File: src/rtl/ctrl_pkg.sv
// Shared definitions for the push-button conditioner, the player stage and the benches:
// direction indices, repeat FSM state encoding and default timing constants.
package ctrl_pkg;

  localparam int unsigned DIR_UP    = 0;
  localparam int unsigned DIR_DOWN  = 1;
  localparam int unsigned DIR_LEFT  = 2;
  localparam int unsigned DIR_RIGHT = 3;
  localparam int unsigned NumDirs   = 4;

  // 25 MHz system clock: 10 ms debounce, 500 ms first repeat, 100 ms repeat period
  localparam int unsigned DefDebounceCycles = 250000;
  localparam int unsigned DefRepeatDelay    = 12500000;
  localparam int unsigned DefRepeatPeriod   = 2500000;
  localparam int unsigned DefCntW           = 24;

  // RptHeld is only reached when auto-repeat is compiled out
  typedef enum logic [1:0] {
    RptIdle   = 2'd0,
    RptDelay  = 2'd1,
    RptRepeat = 2'd2,
    RptHeld   = 2'd3
  } rpt_state_e;

  // Opposing pairs are {up,down} and {left,right}
  function automatic int unsigned opp_dir(input int unsigned dir);
    return dir ^ 32'd1;
  endfunction

endpackage

File: src/rtl/ctrl_debounce.sv
// One button: two-flop synchroniser, debounce counter and rising-edge detect of the
// debounced level.
module ctrl_debounce #(
  parameter int unsigned DEBOUNCE_CYCLES = 250000,
  parameter int unsigned CNT_W           = 24
) (
  input  logic clk_i,
  input  logic rst_ni,
  input  logic btn_i,
  output logic held_o,
  output logic rise_o
);

  localparam logic [CNT_W-1:0] CntLast = CNT_W'(DEBOUNCE_CYCLES - 1);

  logic             sync1_q, sync2_q;
  logic             held_q, held_d;
  logic             rise_q, rise_d;
  logic [CNT_W-1:0] cnt_q, cnt_d;

  always_comb begin
    held_d = held_q;
    rise_d = 1'b0;
    cnt_d  = '0;
    if (sync2_q != held_q) begin
      // The level flips on the edge that would make the count reach DEBOUNCE_CYCLES
      if (cnt_q == CntLast) begin
        held_d = ~held_q;
        rise_d = ~held_q;
      end else begin
        cnt_d = cnt_q + 1'b1;
      end
    end
  end

  always_ff @(posedge clk_i or negedge rst_ni) begin
    if (!rst_ni) begin
      sync1_q <= 1'b0;
      sync2_q <= 1'b0;
      held_q  <= 1'b0;
      rise_q  <= 1'b0;
      cnt_q   <= '0;
    end else begin
      sync1_q <= btn_i;
      sync2_q <= sync1_q;
      held_q  <= held_d;
      rise_q  <= rise_d;
      cnt_q   <= cnt_d;
    end
  end

  assign held_o = held_q;
  assign rise_o = rise_q;

endmodule

File: src/rtl/ctrl_conditioner.sv
// Four-button conditioner producing single-cycle step pulses with opposition masking.
// Define AUTOREPEAT_EN to build the DELAY/REPEAT auto-repeat timers.
module ctrl_conditioner
  import ctrl_pkg::*;
#(
  parameter int unsigned DEBOUNCE_CYCLES = DefDebounceCycles,
  parameter int unsigned REPEAT_DELAY    = DefRepeatDelay,
  parameter int unsigned REPEAT_PERIOD   = DefRepeatPeriod,
  parameter int unsigned CNT_W           = DefCntW
) (
  input  logic       clk,
  input  logic       reset,
  input  logic       btn_up,
  input  logic       btn_down,
  input  logic       btn_left,
  input  logic       btn_right,
  output logic       ctrl_up,
  output logic       ctrl_down,
  output logic       ctrl_left,
  output logic       ctrl_right,
  output logic [3:0] btn_held
);

  if (CNT_W < $clog2(DEBOUNCE_CYCLES + 1) || CNT_W < $clog2(REPEAT_DELAY + 1) ||
      CNT_W < $clog2(REPEAT_PERIOD + 1)) begin : g_cnt_w_too_narrow
    $error("CNT_W cannot hold the largest timing constant");
  end

  logic [NumDirs-1:0] btn_raw, held, rise, pulse_raw;
  logic [NumDirs-1:0] ctrl_q, ctrl_d;

  assign btn_raw[DIR_UP]    = btn_up;
  assign btn_raw[DIR_DOWN]  = btn_down;
  assign btn_raw[DIR_LEFT]  = btn_left;
  assign btn_raw[DIR_RIGHT] = btn_right;

  for (genvar i = 0; i < NumDirs; i++) begin : g_dir
    localparam int unsigned Opp = opp_dir(i);

    ctrl_debounce #(
      .DEBOUNCE_CYCLES(DEBOUNCE_CYCLES),
      .CNT_W          (CNT_W)
    ) u_debounce (
      .clk_i (clk),
      .rst_ni(reset),
      .btn_i (btn_raw[i]),
      .held_o(held[i]),
      .rise_o(rise[i])
    );

    // A pulse is dropped, not deferred, while the opposing button is held
    assign ctrl_d[i] = pulse_raw[i] & ~held[Opp];

    rpt_state_e state_q, state_d;

`ifdef AUTOREPEAT_EN
    localparam logic [CNT_W-1:0] DelayLast  = CNT_W'(REPEAT_DELAY);
    localparam logic [CNT_W-1:0] PeriodLast = CNT_W'(REPEAT_PERIOD);

    logic [CNT_W-1:0] cnt_q, cnt_d;

    always_comb begin
      state_d      = state_q;
      cnt_d        = cnt_q;
      pulse_raw[i] = 1'b0;
      if (!held[i]) begin
        state_d = RptIdle;
        cnt_d   = '0;
      end else begin
        case (state_q)
          RptIdle: begin
            if (rise[i]) begin
              pulse_raw[i] = 1'b1;
              state_d      = RptDelay;
              cnt_d        = '0;
            end
          end
          RptDelay: begin
            if (cnt_q == DelayLast) begin
              pulse_raw[i] = 1'b1;
              state_d      = RptRepeat;
              cnt_d        = '0;
            end else begin
              cnt_d = cnt_q + 1'b1;
            end
          end
          RptRepeat: begin
            if (cnt_q == PeriodLast) begin
              pulse_raw[i] = 1'b1;
              cnt_d        = '0;
            end else begin
              cnt_d = cnt_q + 1'b1;
            end
          end
          default: begin
            state_d = RptIdle;
            cnt_d   = '0;
          end
        endcase
      end
    end

    always_ff @(posedge clk or negedge reset) begin
      if (!reset) begin
        state_q <= RptIdle;
        cnt_q   <= '0;
      end else begin
        state_q <= state_d;
        cnt_q   <= cnt_d;
      end
    end
`else
    always_comb begin
      state_d      = state_q;
      pulse_raw[i] = 1'b0;
      if (!held[i]) begin
        state_d = RptIdle;
      end else if (state_q == RptIdle && rise[i]) begin
        pulse_raw[i] = 1'b1;
        state_d      = RptHeld;
      end
    end

    always_ff @(posedge clk or negedge reset) begin
      if (!reset) begin
        state_q <= RptIdle;
      end else begin
        state_q <= state_d;
      end
    end
`endif
  end

  always_ff @(posedge clk or negedge reset) begin
    if (!reset) begin
      ctrl_q <= '0;
    end else begin
      ctrl_q <= ctrl_d;
    end
  end

  assign ctrl_up    = ctrl_q[DIR_UP];
  assign ctrl_down  = ctrl_q[DIR_DOWN];
  assign ctrl_left  = ctrl_q[DIR_LEFT];
  assign ctrl_right = ctrl_q[DIR_RIGHT];
  assign btn_held   = held;

endmodule

File: config.mk
export PLATFORM = sky130hd
export DESIGN_NAME = ctrl_conditioner
export DESIGN_NICKNAME = d
export VERILOG_FILES = /design/src/rtl/ctrl_pkg.sv /design/src/rtl/ctrl_debounce.sv /design/src/rtl/ctrl_conditioner.sv
export SDC_FILE = /design/constraint.sdc
export NUM_CORES = 1
export LEC_CHECK = 0
export BUFFER_PORTS_ARGS = -buffer_cell sky130_fd_sc_hd__clkbuf_2
export CAP_MARGIN = 0
export CORE_ASPECT_RATIO = 1.75
export CORE_MARGIN = 8
export CORE_UTILIZATION = 50
export DETAILED_ROUTE_END_ITERATION = 6
export GPL_TIMING_DRIVEN = 0
export PLACE_DENSITY = 0.79
export SLEW_MARGIN = 25
export SYNTH_ARGS = -nofsm -noshare
export SYNTH_HDL_FRONTEND = slang
export SYNTH_SLANG_ARGS = --single-unit
export TNS_END_PERCENT = 50
File: constraint.sdc
create_clock -name clk -period 1.9 [get_ports clk]
set_input_delay 0.285 -clock clk [delete_from_list [all_inputs] [get_ports clk]]
set_output_delay 0.285 -clock clk [all_outputs]
set_load 0.005 [all_outputs]
* Word level (Yosys, flattened, before mapping)
Cells that the tools add are included.
** Storage, ports and cells
- Bits in registers :: 124
- Input bits :: 6
- Output and inout port bits :: 8
- Logic and storage cells :: 93
** Cells by class
- Add/subtract/negate cells :: 4
- Equality and inequality tests :: 12
- Mux-type cells :: 32
- Bitwise gates (word level) :: 8
- Reduce and logical (&&, ||, !) cells :: 12
** Operators with widths (number)
- 24-bit two-way mux :: 8
- 24-bit by 1-bit adder with 24-bit output, second input constant :: 4
- 24-bit by 18-bit == test with 1-bit output, second input constant :: 4
- 1-bit two-way mux :: 16
- 2-bit two-way mux :: 8
- 2-bit zero test :: 4
- 2-bit != test, second input constant :: 4
- 2-bit AND reduction :: 4
- 1-bit bitwise AND :: 4
- 1-bit logical AND :: 4
- 1-bit != test :: 4
- 1-bit inverter :: 4

* Longest topological paths before layout
Gate-level depths: netlist of the first run.
- Depth after elaboration :: 5
- Gate-level depth with buffers :: 6
- Mapped depth without buffers :: 5

* Modules after synthesis
From an unflattened synthesis of the first run, not the netlist that was laid out.
** Second synthesis, totals
- Cell total of the unflattened synthesis :: 556
- Area, all modules :: 5970.7 µm²
** By module, submodules not included
- ctrl_debounce :: instances 4, cells an instance 135, area each 1422.6 µm², sequential area each 700.7 µm²
- ctrl_conditioner :: instances 1, cells an instance 16, area each 280.3 µm², sequential area each 200.2 µm²

* Worst setup path after synthesis of the first run
Ideal clock, no wire load.
- Path type :: reg-to-reg
- Start point :: register g_dir[0].u_debounce.cnt_q[13]
- End point :: register g_dir[0].u_debounce.cnt_q[3]
- Library setup time :: 121 ps
- Arrival :: 1824 ps
- Data required time :: 1779 ps
- Path slack :: -45 ps
- Cell stages (with the launch flop) :: 5
- Cells stage by stage :: dfrtp_1 -> or4b_2 -> o41ai_2 -> buf_2 -> nor2_1
** Between the ends
- Word-level cells in the longest chain between the ends :: 3
** Ends and longest elaborated chain
- start: declaration :: RTL line ctrl_debounce.sv:19 : logic [CNT_W-1:0] cnt_q, cnt_d;
- start signal: assignment :: RTL line ctrl_debounce.sv:48 : cnt_q <= cnt_d;
- 24-bit by 18-bit == test with 1-bit output :: RTL line ctrl_debounce.sv:27 : if (cnt_q == CntLast) begin
- 24-bit two-way mux :: RTL line ctrl_debounce.sv:27
- 24-bit two-way mux :: RTL line ctrl_debounce.sv:25 : if (sync2_q != held_q) begin
- via g_dir[0].u_debounce.cnt_d[3] :: RTL line ctrl_debounce.sv:19
The timed path passes the listed nets, and every way through them passes these cells.
A chain may end at the register's enable or synchronous reset.

* Final worst setup path of the first run
- Start point :: register g_dir[3].u_debounce.cnt_q[19]
- End point :: register g_dir[3].u_debounce.cnt_q[21]
** Between the ends
- Word-level cells in the longest chain between the ends :: 3
- Elaborated cells on any way between the ends :: 4
** Ends and longest elaborated chain (RTL line)
- start: declaration :: ctrl_debounce.sv:19
- start signal: assignment :: ctrl_debounce.sv:48
- 24-bit by 1-bit adder with 24-bit output / 24-bit by 18-bit == test with 1-bit output (equally long branches) :: ctrl_debounce.sv:31, ctrl_debounce.sv:27
- 24-bit two-way mux (*) :: ctrl_debounce.sv:27
- 24-bit two-way mux (*) :: ctrl_debounce.sv:25
- via g_dir[3].u_debounce.cnt_d[21] :: ctrl_debounce.sv:19
Mark *: on every way through the listed nets, which the timed path passes. The rest lies on a longest branch.

==> results of run 1 <==
[repair_timing]
action | in CTS | in global routing
pin swaps | 12 | 11
hold endpoints to repair | 44 | 0
cloned | 0 | 2
setup endpoints to repair | 95 | 94
hold buffers | 5 | 0
resized for setup | 37 | 43
buffers inserted | 15 | 20
[worst max path at each step]
stage	startpoint	end	cells after the start
4_1_cts	g_dir[0].u_debounce.cnt_q[4]	g_dir[0].u_debounce.cnt_q[23]	6
5_1_grt	g_dir[3].u_debounce.cnt_q[10]	g_dir[3].u_debounce.cnt_q[21]	7
6_report	g_dir[3].u_debounce.cnt_q[19]	g_dir[3].u_debounce.cnt_q[21]	7
3_5_place_dp	g_dir[3].u_debounce.cnt_q[8]	g_dir[3].u_debounce.cnt_q[11]	6
3_3_place_gp	reset	g_dir[0].u_debounce.cnt_q[16]	1
2_1_floorplan	g_dir[2].u_debounce.cnt_q[0]	g_dir[2].u_debounce.cnt_q[20]	6
[cells in the final DEF (no fill, tap or decap), types with 4 or more instances in the layout]
| master | n |
|---|---|
| a21oi_1 | 30 |
| a21oi_2 | 5 |
| and2_1 | 4 |
| and3_1 | 11 |
| and4_1 | 13 |
| buf_4 | 42 |
| buf_6 | 8 |
| bufinv_16 | 4 |
| clkbuf_16 | 17 |
| clkbuf_2 | 12 |
| clkinv_2 | 7 |
| dfrtp_1 | 107 |
| dfrtp_2 | 13 |
| dlygate4sd3_1 | 5 |
| inv_1 | 18 |
| mux2_2 | 4 |
| nand2_1 | 22 |
| nand3_1 | 32 |
| nand4_1 | 24 |
| nor2_1 | 65 |
| nor3_1 | 14 |
| nor3b_1 | 4 |
| nor4_1 | 10 |
| nor4_2 | 4 |
| nor4bb_1 | 5 |
| o21a_1 | 4 |
| o21ai_0 | 32 |
| o41ai_4 | 4 |
| or3_1 | 27 |
| or4_4 | 9 |
| xnor2_1 | 33 |
| xor2_1 | 23 |
[registers in the layout, summed over array words and instances, names as in the netlist]
signal	flops
ctrl_q	4
g_dir.state_q	4
g_dir.u_debounce.cnt_q	96
g_dir.u_debounce.held_o	4
g_dir.u_debounce.rise_o	4
g_dir.u_debounce.sync1_q	4
g_dir.u_debounce.sync2_q	4
[kinds of logic (layout without fill, tap and decap cells)]
| logic type | after synthesis | after routing | synth area share |
|---|---|---|---|
| XOR/XNOR | 56 | 56 | 0.0859 |
| adder cells (fa/ha/maj) | 4 | 4 | 0.00877 |
| AO/OA/AOI/OAI | 80 | 80 | 0.0811 |
| buffers and inverters | 41 | 122 | 0.0309 |
| AND/OR/NAND/NOR | 264 | 264 | 0.259 |
| flip-flops | 120 | 120 | 0.526 |
| multiplexers | 4 | 4 | 0.00789 |
[Yosys cell counts (all sizes together)]
master   count
xnor2       33
buf         10
nand2       23
or4         12
nand2b       1
and3        11
or4b         2
o21a         4
nor3        15
a21oi       35
nor3b        4
mux2         4
inv         18
ha           4
or3         28
o21ai       32
nand4bb      1
and2         4
xor2        23
and4        13
o311ai       1
o41ai        5
nor4        15
nand3       35
o31ai        3
dfrtp      120
nand4b       3
nor2        65
nand4       25
clkbuf      13
nor4bb       5
nor4b        2
[through the flow]
| step | cells | hold slack (ps) |
|---|---|---|
| after floorplan | 569 | -10.6 |
| after global placement | 714 | 332 |
| after detailed placement | 715 | 235 |
| after CTS | 762 | 348 |
| after global routing | 782 | 355 |
| final | 782 | 346 |
[layer usage]
layer | track usage | routed length, µm | vias to the layer above
met5 | 0 | 0 | -
met4 | 0.0833 | 409 | 0
met3 | 0.0417 | 489 | 40
met2 | 0.306 | 7090 | 111
met1 | 0.176 | 5120 | 2352
li1 | - | - | 2184
[area by class of cell]
cell class | count | area (µm²)
fill | 804 | 3900
sequential | 120 | 3020
multi-input combinational | 408 | 2760
clock buffer | 18 | 439
timing repair buffer | 56 | 429
clock inverter | 14 | 180
tap | 132 | 165
buffer | 16 | 143
inverter | 18 | 67.6
[power groups by stage]
stage / Clock [mW] / Combinational, mW / Sequential (mW)
after floorplan: 0 / 0.0665 / 2.65
after global placement: 0 / 0.136 / 2.66
after detailed placement: 0 / 0.152 / 2.66
after CTS: 3.41 / 0.188 / 2.62
after global routing: 3.52 / 0.231 / 2.62
final: 3.36 / 0.207 / 2.62
==> out/qor.yml, run 1 <==
outcome:
  status: "finished with violations"
  failed_checks: "negative setup slack"
worst_setup_path:
  r2r_slack_ps: -40
  rr_endpoint: "g_dir[3].u_debounce.cnt_q[21]"
  crit_type: "reg -> reg"
  rr_startpoint: "g_dir[3].u_debounce.cnt_q[19]"
  arrival_ps: 2240
  critPathBufInv: 3
  worstPathCellList: "nor4_2 > nand4_1 > buf_4 > o41ai_4 > buf_4 > buf_6 > a21oi_1"
  required_ps: 2190
  worstSetupStartpointType: "flop"
  crit_fanout: 6
  worst_setup_path_end_kind: "flop"
  crit_path_max_incr_delay_ps: 440
  slowest_stage: "dfrtp_1"
  reg2regPathDepth: 7
  path_common_cell: "buf_4"
  crit_family: "buffers and inverters"
sta:
  max_freq_mhz: 514
  setup_violations: 7
  setup_slack_ps: -44.2
  hold_viol: 0
  period_share: 1.02
  period_needed_ps: 1940
  finClkSkew_ps: 4.72
  slew_violations: 0
  setup_tns_ps: -239
  maxSlewHeadroom: 0.702
  rsz0062_at_grt: "yes"
  worst_pin_slew_ps: 443
pwr:
  switchingPower_mw: 1.30
  combPwrFrac: 0.034
  finalPower_mw: 6.19
  vdd_drop_max_uv: 750
  swShare: 0.210
  power_density_nw_per_um2: 860
  seq_power_share: 0.423
  power.leakage_nw: 2.99
  power_frac_clock: 0.543
  cell_internal_pwr_mw: 4.89
global_routing:
  grt_max_degree: 81
  grt-ovfl-total: 0
  grtUsageTotal: 0.168
  antenna_found_initial: 0
  grt_first_pass_wirelength_um: 21400
  grt_pass1_vias: 4729
detailed_routing:
  drt-total-wl_um: 13100
  vias: 4687
  wl_per_cell_um: 16.8
  drt_iter0_markers: 266
  ant_nets: 0
  first_pass_iters: 4
  routed_via_density: 5.99
  drc_errors: 0
yosys:
  syn_inst: 569
  synth_top_area_frac: 0.526
  yosysTopAreaCell: "dfrtp_1"
  ys_seq_elements: 120
  yosysSeqAreaShare: 0.526
  yosys.cell_types.count: 35
  synthesis.area_um2: 5710
  syn_nets: 579
  yosys_warnings: 0
  avgSynthCellArea_um2: 10.0
  synth.top_cells.by_area: "dfrtp_1 53%, xnor2_1 5.1%, nor2_1 4.3%"
clock_network:
  cts.sinks: 120
  clk_pin_slew_ps: 50
  clock_path_buffers: 2
  clk_latency_ps: 420
  numCtsBuffers: 17
  cts_tree: "built"
  htreeDepth: 4
  cts.root.buffer_cell: "clkbuf_16"
floorplan:
  io-pin-count: 14
  start_util: 0.514
  core_area_um2: 11100
  dieArea_um2: 15200
  die_width_um: 96.8
  die_h_um: 157
  rows: 51
place:
  postPlaceCellArea_um2: 6010
  dp_slack_ps: -409
  dp_hpwl_um: 8040
  numPortBuffers: 13
  gp_congestion: 0.819
min_path:
  hold_end: "g_dir[0].u_debounce.sync2_q"
  hold_start: "g_dir[0].u_debounce.sync1_q"
  min_path_cells: 0
  hold_path_class: "reg -> reg"
flow_run:
  max_cap_violations: 0
cells_and_area:
  n_antenna_cell: 0
  nets: 647
  final_util: 0.648
  fin_area_um2: 7200
  drive_above_1_share: 0.232
  syn2layout_area_growth_pct: 26.1
No activity file was read; power rests on OpenSTA's default activity.
==> inputs of run 2 (changes only) <==
- SETUP_SLACK_MARGIN: default -> 0.3
==> run 2 against run 1 <==
- the flow finishes with violations (design-rule violations, negative setup slack)
- flip-flop and latch count did not move
- largest power group unchanged
- non-clock buffer count is 57 higher
- via count rose by 19%
- worst hold slack lost 25 ps
==> out/qor.yml, run 2 (synthesis results as in run 1) <==
pwr:
  switchingPower_mw: 1.43  # +9.7%
  seq_power_share: 0.406  # -0.017
  power_frac_clock: 0.539  # -0.004
  swShare: 0.221  # +0.0105
  power_density_nw_per_um2: 759  # -12%
  vdd_drop_max_uv: 663  # -12%
  power.leakage_nw: 3.44  # +15%
  combPwrFrac: 0.055  # +0.021
  cell_internal_pwr_mw: 5.04  # +3.1%
floorplan:
  die_width_um: 96.8  # unchanged
  die_h_um: 157  # unchanged
  io-pin-count: 14  # unchanged
  rows: 51  # unchanged
  start_util: 0.514  # unchanged
  dieArea_um2: 15200  # unchanged
  core_area_um2: 11100  # unchanged
cells_and_area:
  final_common_cell: "dfrtp_1"
  drive_above_1_share: 0.448  # +0.216
  fin_area_um2: 8520  # +18%
  instances_no_fill: 839  # +7.3%
  nets: 704  # +8.8%
  n_antenna_cell: 0  # unchanged
  layout_common_cells: "98 x dfrtp_1, 77 x buf_4, 37 x nor2_4"
  largest_reg_flops: 96  # unchanged
  regMostFlops: "g_dir.u_debounce.cnt_q"
  syn2layout_area_growth_pct: 49.2
global_routing:
  grt_pass1_vias: 5606  # +19%
  grtUsageTotal: 0.225  # +0.0568
  antenna_found_initial: 0  # unchanged
  grt_first_pass_wirelength_um: 27900  # +30%
  grt_max_degree: 92  # +14%
  grt-ovfl-total: 0  # unchanged
worst_setup_path:
  arrival_ps: 2280  # +40 ps
  slowest_stage: "or4_4"
  crit_path_max_incr_delay_ps: 600  # +160 ps
  required_ps: 2200  # about the same
  rr_startpoint: "g_dir[3].u_debounce.cnt_q[4]"
  reg2regPathDepth: 4  # -3
  worstPathCellList: "nor4bb_1 > nand4_1 > or4_4 > mux2_2"
  crit_fanout: 3  # -3
  crit_type: "reg -> reg"
  rr_endpoint: "g_dir[3].u_debounce.held_o"
  worstSetupStartpointType: "flop"
  r2r_slack_ps: -80  # -30 ps
  worst_setup_path_end_kind: "flop"
clock_network:
  clk_latency_ps: 430  # about the same
  clock_path_buffers: 2  # unchanged
  cts.sinks: 120  # unchanged
  htreeDepth: 4  # unchanged
  clk_pin_slew_ps: 60  # about the same
  numCtsBuffers: 17  # unchanged
  cts_tree: "built"
  cts.root.buffer_cell: "clkbuf_16"
outcome:
  status: "finished with violations"
  failed_checks: "design-rule violations, negative setup slack"
detailed_routing:
  drt-total-wl_um: 20300  # +55%
  drt_iter0_markers: 503  # +89%
  ant_nets: 0  # unchanged
  vias: 5598  # +19%
  wl_per_cell_um: 24.2  # +44%
  routed_via_density: 6.67  # +11%
  drc_errors: 2  # +2
  first_pass_iters: 7  # +3
sta:
  max_freq_mhz: 505  # -1.7%
  setup_slack_ps: -78.6  # -34.4 ps
  maxSlewHeadroom: 0.614  # -0.0883
  hold_viol: 0  # unchanged
  period_share: 1.04  # +0.0181
  slew_violations: 0  # unchanged
  worst_pin_slew_ps: 575  # +132 ps
  setup_violations: 59  # +52
  finClkSkew_ps: 9.91  # +5.19 ps
  period_needed_ps: 1980  # +34.4 ps
  rsz0062_at_grt: "yes"
place:
  dp_slack_ps: -454  # -44.7 ps
  placed_cells: 715  # unchanged
  numPortBuffers: 13  # unchanged
  gp_congestion: 0.885  # +8.1%
  postPlaceCellArea_um2: 6110  # +1.7%
  dp_hpwl_um: 8150  # +1.3%
flow_run:
  max_cap_violations: 0  # unchanged
min_path:
  hold_path_class: "in -> async"
run 2: how the worst max path moves through the flow:
| stage | to | from | slack, ps |
|---|---|---|---|
| global route | g_dir[3].u_debounce.held_o | g_dir[3].u_debounce.cnt_q[4] | -160 |
| finish | g_dir[3].u_debounce.held_o | g_dir[3].u_debounce.cnt_q[4] | -80 |
| global placement | g_dir[0].u_debounce.cnt_q[18] | reset | -1150 |
| detailed placement | g_dir[2].u_debounce.cnt_q[4] | g_dir[2].u_debounce.cnt_q[13] | -450 |
| CTS | g_dir[3].u_debounce.held_o | g_dir[3].u_debounce.cnt_q[21] | -4 |
| floorplan | g_dir[0].u_debounce.cnt_q[23] | g_dir[0].u_debounce.cnt_q[9] | 50 |
run 2: timing repair:
| action | CTS | global route |
|---|---|---|
| cloned | 5 | 1 |
| hold buffers | 5 | 0 |
| endpoints found under the hold margin | 33 | 0 |
| pin swaps | 58 | 52 |
| setup buffers | 57 | 24 |
| setup endpoints to repair | 103 | 103 |
| gates resized for setup | 162 | 99 |
run 2: per-layer routing:
layer	vias to the layer above	global-route usage	routed length, µm
met2	365	0.400	10200
met1	2799	0.232	7530
li1	2310	-	-
met3	124	0.0509	1300
met4	0	0.150	1230
met5	-	0	0
run 2: per-stage QoR:
stage / power, mW / util / TNS, ps / hold slack [ps]
after floorplan: 2.73 / - / 0 / -10.6
after global placement: 2.80 / 0.547 / -145820 / 334
after detailed placement: 2.82 / 0.550 / -14510 / 200
after CTS: 6.34 / 0.714 / -4.34 / 338
after global routing: 6.60 / 0.767 / -5700 / 341
final: 6.47 / 0.767 / -1210 / 321
run 2: worst max-delay path: cells and delay by family (launching register included):
kind             cells  cell delay (ps)
AND/OR/NAND/NOR      3             1160
flip-flops           1              420
multiplexers         1              280
run 2: power groups by stage:
stage                     logic (mW)  registers (mW)  clock network (mW)
final                          0.353            2.63                3.49
after global routing           0.374            2.63                3.60
after CTS                      0.282            2.62                3.43
after detailed placement       0.160            2.66                   0
after global placement         0.145            2.66                   0
after floorplan               0.0741            2.65                   0
run 2: layout make-up:
cell class,count,area (µm²)
buffer,23,310
clock inverter,8,143
inverter,18,67.6
multi-input combinational,408,3430
sequential,120,3030
tap,132,165
timing repair buffer,106,888
clock buffer,24,482
fill,604,2580
